## src/rtl/clock_time_controller.sv

```systemverilog
// Time-keeping and set-mode controller for the digital clock.
// It turns the divider's 1 Hz level into a tick, keeps BCD hh:mm:ss and runs the RUN/SET_HOUR/SET_MIN mode machine.
module clock_time_controller #(
    parameter int SYNC_STAGES = 2
) (
    input  logic       clock_50MHZ,
    input  logic       reset,
    input  logic       clock_1HZ,
    input  logic       mode_btn,
    input  logic       inc_btn,
    output logic       div_enable,
    output logic       div_reset,
    output logic [7:0] hour_bcd,
    output logic [7:0] min_bcd,
    output logic [7:0] sec_bcd,
    output logic [1:0] mode,
    output logic       blink
);

    typedef enum logic [1:0] {
        RUN      = 2'd0,
        SET_HOUR = 2'd1,
        SET_MIN  = 2'd2
    } state_t;

    state_t state_q, state_d;

    logic [SYNC_STAGES-1:0] sync_p0;
    logic                   sync_lvl;
    logic                   lvl_prev_p1;
    logic                   tick_p2;

    logic mode_q_p0, mode_prev_p1;
    logic inc_q_p0, inc_prev_p1;
    logic mode_p, inc_p;

    logic [7:0] hour_d, min_d, sec_d;
    logic [8:0] sec_inc, min_inc, hour_inc;

    // Returns {carry, next}; lim is the last legal value before wrapping to 00.
    function automatic logic [8:0] bcd_inc(input logic [7:0] v, input logic [7:0] lim);
        logic [8:0] r;
        if (v == lim)
            r = {1'b1, 8'h00};
        else if (v[3:0] == 4'd9)
            r = {1'b0, v[7:4] + 4'd1, 4'h0};
        else
            r = {1'b0, v[7:4], v[3:0] + 4'd1};
        return r;
    endfunction

    assign sync_lvl = sync_p0[SYNC_STAGES-1];
    assign mode_p   = mode_q_p0 & ~mode_prev_p1;
    assign inc_p    = inc_q_p0 & ~inc_prev_p1;
    assign mode     = state_q;

    // Stage 0/1/2: synchroniser, edge detect, registered tick; button edge detect.
    always_ff @(posedge clock_50MHZ or posedge reset) begin
        if (reset) begin
            sync_p0      <= '0;
            lvl_prev_p1  <= 1'b0;
            tick_p2      <= 1'b0;
            mode_q_p0    <= 1'b0;
            mode_prev_p1 <= 1'b0;
            inc_q_p0     <= 1'b0;
            inc_prev_p1  <= 1'b0;
        end else begin
            sync_p0      <= {sync_p0[SYNC_STAGES-2:0], clock_1HZ};
            lvl_prev_p1  <= sync_lvl;
            tick_p2      <= sync_lvl & ~lvl_prev_p1;
            mode_q_p0    <= mode_btn;
            mode_prev_p1 <= mode_q_p0;
            inc_q_p0     <= inc_btn;
            inc_prev_p1  <= inc_q_p0;
        end
    end

    always_ff @(posedge clock_50MHZ or posedge reset) begin
        if (reset)
            state_q <= RUN;
        else
            state_q <= state_d;
    end

    always_comb begin
        state_d = state_q;
        case (state_q)
            RUN:      if (mode_p) state_d = SET_HOUR;
            SET_HOUR: if (mode_p) state_d = SET_MIN;
            SET_MIN:  if (mode_p) state_d = RUN;
            default:  state_d = RUN;
        endcase
    end

    always_comb begin
        hour_d   = hour_bcd;
        min_d    = min_bcd;
        sec_d    = sec_bcd;
        sec_inc  = bcd_inc(sec_bcd, 8'h59);
        min_inc  = bcd_inc(min_bcd, 8'h59);
        hour_inc = bcd_inc(hour_bcd, 8'h23);
        case (state_q)
            RUN: begin
                // Carries ripple through all three fields in one cycle.
                if (tick_p2) begin
                    sec_d = sec_inc[7:0];
                    if (sec_inc[8]) begin
                        min_d = min_inc[7:0];
                        if (min_inc[8])
                            hour_d = hour_inc[7:0];
                    end
                end
            end
            SET_HOUR: begin
                if (inc_p && !mode_p)
                    hour_d = hour_inc[7:0];
            end
            SET_MIN: begin
                if (mode_p)
                    sec_d = 8'h00;
                else if (inc_p)
                    min_d = min_inc[7:0];
            end
            default: ;
        endcase
    end

    // Stage 3: registered time and status outputs.
    always_ff @(posedge clock_50MHZ or posedge reset) begin
        if (reset) begin
            hour_bcd   <= 8'h00;
            min_bcd    <= 8'h00;
            sec_bcd    <= 8'h00;
            div_enable <= 1'b1;
            div_reset  <= 1'b0;
            blink      <= 1'b0;
        end else begin
            hour_bcd   <= hour_d;
            min_bcd    <= min_d;
            sec_bcd    <= sec_d;
            div_enable <= (state_d == RUN);
            div_reset  <= (state_q == SET_MIN) && mode_p;
            blink      <= (state_d != RUN) && sync_lvl;
        end
    end

endmodule

```

## config.mk

```make
export PLATFORM = sky130hd
export DESIGN_NAME = clock_time_controller
export DESIGN_NICKNAME = d
export VERILOG_FILES = /design/src/rtl/clock_time_controller.sv
export SDC_FILE = /design/constraint.sdc
export NUM_CORES = 1
export LEC_CHECK = 0
export ABC_AREA = 0
export CAP_MARGIN = 20
export CORE_ASPECT_RATIO = 2
export CORE_UTILIZATION = 50
export DETAILED_ROUTE_END_ITERATION = 10
export GPL_ROUTABILITY_DRIVEN = 1
export GPL_TIMING_DRIVEN = 0
export PLACE_DENSITY = 0.74
export SYNTH_ARGS = -nofsm -noshare
export SYNTH_HDL_FRONTEND = slang
export SYNTH_SLANG_ARGS = --single-unit
```

## constraint.sdc

```tcl
create_clock -name clock_50MHZ -period 3.75 [get_ports clock_50MHZ]
set_input_delay 0.75 -clock clock_50MHZ [delete_from_list [all_inputs] [get_ports clock_50MHZ]]
set_output_delay 0.75 -clock clock_50MHZ [all_outputs]
set_load 0.1 [all_outputs]
```

==> metrics.txt, run 1 <==
most frequently used flop master after synthesis dfrtp_1; sequential share of the synthesized area 48.1%; Post-CTS Hold Buffers 0; FF-to-FF Start sec_bcd[1]; setup violators final 0; hold endpoint sync_p0[1]; Worst Skew 0.00862 ns; final critical-path share of the clock period 73.5%; Final Net Count 231; Synth Cell Area 1930 um2; largest net degree at the start of global routing 25; initial antenna violation count 0; gpl congestion 0.752; Place WS 1.31 ns; status completed; Min Clock Period, post-route 2.76 ns; EDFF count, synth 0; PwrDens 789 nW/um2; standard-cell rows 31; Logic pwr share 51.9%; vias 1471; Leakage 0.00109 uW; Die H 89.8 um; Synth Net Count 190; initial core utilization 52.9%; crit-path cells clkdlybuf4s50_1; CP peak stage delay 1.20 ns; TritonCTS clock tree built; Syn Area/Cell 11.1 um2; Internal 953 uW; layout cells sized above 1 12.6%; Worst Path Buf+Inv 1; vias in the first global route 1478; headroom to the max-slew limit 35.0%; Total Routing Usage GR 22.1%; peak supply drop 0.704 mV; Seq pwr share 29.8%; Hold Violations, Final 0; DIE WIDTH 45.9 um; Area growth syn-to-layout 27.4%; Crit. End Element output port; Reg-to-Reg End min_bcd[0]; clock-pin slew on the worst setup and hold paths 0.08 ns; vias per cell 5.57; post-cts sizing count 0; R2R setup slack 1.83 ns; total CTS buffers 5; CP startpoint mode[0]; post-synthesis cell type count 46; Post-DRT Antenna Nets 0; routed wire length 3970 um; Die Area 4120 um2; port bufs 33; n_diodes 0; PnR worst setup slack 0.993 ns; first-pass GRT wire length 6630 um; required time at the worst-slack endpoint 3.00 ns; clk buf depth 2; Core ar. 3650 um2; Synth async-reset ratio 100%; HP Start sync_p0[0]; Worst Hold Class register to register; max-slew violations 0; DR pass1 iterations 4; most frequent cells in the layout dfrtp_1 (36), clkdlybuf4s50_1 (33), nor2_1 (13), ha_1 (12), inv_1 (11); P_sw 986 uW; Ys Warns 0; global route overflow 0; DRT iter0 DRCs 20; CP Max Fanout 8; Fmax 363 MHz; DRC Markers 0; r2r worst-path depth 6; startpoint class of the critical path register; Root Driver clkbuf_8; Clock power frac 18.3%; most common cell after layout, fill and taps aside dfrtp_1; Top Ports 34; synthesized flop and latch total 37; Worst path top cell family by delay buffers and inverters; switching share of total power 50.9%; Least-Margin Pin Slew 0.971 ns; CTS Sinks 37; hpwl dp 3050 um; setup tns final 0 ns; RSZ-0062 raised after global routing no; routed len/inst 15.0 um; crit path DAT 2.01 ns; CP Class register to output port; CTS H-tree depth 2; Post-Syn Instances 173; slowest stage cell, crit path clkdlybuf4s50_1; max-cap violation count 0; Hold Path Stages 0; post-CTS setup buffer count 0; clk_lat worst skew 0.29 ns
-- per-stage QoR --
step	area (um2)	hold slack, ns	total power, uW	util, %	std cells
floorplan	1930	0.331	1360	-	173
global placement	2320	0.333	1570	63.6	255
detailed placement	2340	0.345	1590	64.2	256
CTS	2460	0.361	1950	67.4	264
global route	2460	0.374	2030	67.4	264
finish	2460	0.355	1940	67.4	264
-- power by group through the flow --
stage | combinational (uW) | sequential (uW) | clock, uW
final | 1010 | 578 | 355
after detailed placement | 1010 | 585 | 0
after CTS | 1010 | 580 | 363
after floorplan | 262 | 1100 | 0
after global placement | 989 | 580 | 0
after global routing | 1050 | 596 | 377
-- worst max-delay path by stage --
stage | slack (ns) | end | cells past startpoint
after floorplan | 1.34 | hour_bcd[2] | 7
after global placement | 1.28 | mode[0] | 1
after detailed placement | 1.31 | mode[0] | 1
after CTS | 0.97 | mode[0] | 1
after global routing | 0.93 | mode[0] | 1
final | 0.99 | mode[0] | 1
-- cell type report --
cell class | instances | area (um2)
fillers | 295 | 1190
clock inverters | 1 | 30.0
clock buffers | 7 | 86.3
plain buffers | 2 | 10.0
well taps | 49 | 61.3
inverters | 11 | 41.3
multi-input cells | 123 | 950
repair buffers | 34 | 350
flip-flops and latches | 37 | 927
-- kinds of logic (layout without fill, tap and decap cells) --
| logic type | count (synthesis) | after routing | synth area share (%) |
|---|---|---|---|
| flops | 37 | 37 | 48.1 |
| xor+xnor | 4 | 4 | 1.82 |
| buf+inv | 13 | 55 | 2.66 |
| mux | 10 | 10 | 5.71 |
| compound gates | 37 | 37 | 14.7 |
| fa+ha+maj | 12 | 12 | 7.79 |
| simple gates | 60 | 60 | 19.3 |
-- synthesized netlist by cell type, types with 4 or more instances --
master / number / share of area, %
xnor2_1: 4 / 1.8
o211ai_1: 5 / 1.9
nand2b_1: 6 / 1.9
nor2b_1: 4 / 1.3
o21ai_0: 8 / 2.1
nand2_1: 8 / 1.6
and3_1: 5 / 1.6
nor2_1: 13 / 2.5
mux2_2: 7 / 4.1
and3b_1: 5 / 2.3
dfrtp_1: 36 / 47
ha_1: 12 / 7.8
inv_1: 11 / 2.1
-- metal layers --
| metal | share of wire, % | global-route usage [%] |
|---|---|---|
| met4 | 2.6 | 9.56 |
| met5 | 0 | 0 |
| met3 | 2.7 | 4.22 |
| met2 | 58 | 40.7 |
| met1 | 37 | 21.6 |
-- registers in the layout (all words and copies together) (netlist names) --
signal        count
blink             1
lvl_prev_p1       1
div_reset         1
sec_bcd           8
min_bcd           8
hour_bcd          8
tick_p2           1
sync_p0           2
inc_prev_p1       1
inc_q_p0          1
mode_prev_p1      1
mode              2
mode_q_p0         1
div_enable        1
Note: power is estimated with default switching activity, not from simulation.
==> inputs of run 2 (changes only) <==
CORE_UTILIZATION = 47   (was 50)
PLACE_DENSITY = 0.73   (was 0.74)
clock period = 2.4 ns   (was 3.75 ns; I/O delays follow)
==> run 2 against run 1 <==
Against the previous run:
- design area is 0.56% higher
- non-clock buffer count stayed put
- critical path depth stayed put
- clock-buffer cell count stayed put
- sequential share of layout area is 0.16 points lower
- die area is 6.2% higher
- global-route usage is 0.91 points lower
- combinational power is 54% higher
- hold slack worse by 0.0050 ns
- largest cell class unchanged
- total power is 52% higher
==> metrics.txt, run 2 (synthesized netlist as in run 1, its figures left out) <==
vias in the first global route 1480; Leakage 0.00125 uW; peak supply drop 0.828 mV; Fmax 418 MHz; port bufs 33; CP peak stage delay 1.17 ns; Worst Skew 0.00636 ns; Total Routing Usage GR 21.2%; Worst Path Buf+Inv 1; FF-to-FF Start sec_bcd[1]; most frequent cells in the layout dfrtp_1 (35), clkdlybuf4s50_1 (20), nor2_1 (13), ha_1 (12), inv_1 (11); first-pass GRT wire length 6630 um; RSZ-0062 raised after global routing no; status completed; Die Area 4380 um2; Regs by FF count hour_bcd x8, min_bcd x8, sec_bcd x8; slowest stage cell, crit path clkdlybuf4s50_1; Least-Margin Pin Slew 0.989 ns; Core ar. 3880 um2; startpoint class of the critical path register; HP Start sync_p0[0]; vias per cell 5.52; DRT iter0 DRCs 23; PwrDens 1190 nW/um2; largest net degree at the start of global routing 23; Reg-to-Reg End min_bcd[1]; global route overflow 0; crit path DAT 1.91 ns; hold endpoint sync_p0[1]; CP Max Fanout 6; Hold Violations, Final 0; total CTS buffers 5; initial core utilization 49.6%; max-cap violation count 0; setup tns final 0 ns; required time at the worst-slack endpoint 1.92 ns; Hold WS 0.350 ns; initial antenna violation count 0; Min Clock Period, post-route 2.39 ns; r2r worst-path depth 6; crit-path cells clkdlybuf4s50_1; DR pass1 iterations 4; Worst path top cell family by delay buffers and inverters; CTS Sinks 37; clk_lat worst skew 0.29 ns; Die H 92.6 um; Post-CTS Hold Buffers 0; clk buf depth 2; n_diodes 0; routed wire length 4120 um; post-CTS setup buffer count 0; final critical-path share of the clock period 99.6%; layout cells sized above 1 13.5%; max-slew violations 0; Top Ports 34; Worst Hold Class register to register; CTS H-tree depth 2; vias 1468; Post-DRT Antenna Nets 0; routed len/inst 15.5 um; R2R setup slack 0.45 ns; TritonCTS clock tree built; gpl congestion 0.776; hpwl dp 3110 um; Final Net Count 231; Root Driver clkbuf_8; headroom to the max-slew limit 33.9%; clock-pin slew on the worst setup and hold paths 0.07 ns; setup violators final 0; Crit. End Element output port; CP Class register to output port; DIE WIDTH 47.3 um; Area growth syn-to-layout 28.1%; Hold Path Stages 0; DRC Markers 0; standard-cell rows 32; most common cell after layout, fill and taps aside dfrtp_1
-- run 2: cell types whose count changed in the layout (fill, tap and decap cells not counted), sizes merged --
cell and change:
clkdlybuf4s50 -13, dlymetal6s2s +9, dlygate4sd2 +4, bufinv -1, clkinv +1
-- run 2: final cells by class --
class,count,area [um2]
Clock buffer,7,96.3
Clock inverter,1,5.00
Multi-Input combinational cell,123,950
Inverter,11,41.3
Tap cell,51,63.8
Buffer,2,10.0
Fill cell,338,1410
Timing Repair Buffer,34,375
Sequential cell,37,928
-- run 2: metrics by stage --
stage	setup slack [ns]	utilization, %	power (uW)	area [um2]	std cells
2_1_floorplan	0.0145	-	2120	1930	173
3_3_place_gp	0.190	59.8	2460	2320	257
3_5_place_dp	0.217	60.5	2500	2350	258
4_1_cts	0.00207	63.0	2970	2450	266
5_1_grt	0.000202	63.6	3080	2470	266
6_report	0.0103	63.6	2950	2470	266
-- run 2: worst reg2reg max path, stage by stage (launching register included) --
cell	delay, ns
dfrtp_1	0.42
inv_1	0.08
ha_1	0.16
nand3b_1	0.19
nor3_2	0.41
o21a_1	0.23
mux2_2	0.34
-- run 2: what timing repair did --
item	CTS	global route
endpoints found under the hold margin	0	0
resized for setup	4	9
pin swaps	0	0
setup endpoints to repair	4	9
cloned	0	0
-- run 2: metal layers --
metal  global-route usage, %  share of wire (%)
met1                    21.9                 37
met2                    36.9                 58
met3                    4.48                3.4
met4                    11.0                2.1
met5                       0                  0
-- run 2: where the power goes --
part	internal (uW)	switching, uW
registers	750	157
logic	379	1180
clock network	260	220
-- run 2: worst max path at each step --
stage	from	endpoint	cells after the start
final	sec_bcd[3]	sec_bcd[3]	1
after global routing	sec_bcd[7]	sec_bcd[7]	1
after CTS	hour_bcd[6]	hour_bcd[6]	1
after detailed placement	mode[0]	mode[0]	1
after global placement	reset	min_bcd[1]	2
after floorplan	sec_bcd[0]	min_bcd[1]	5
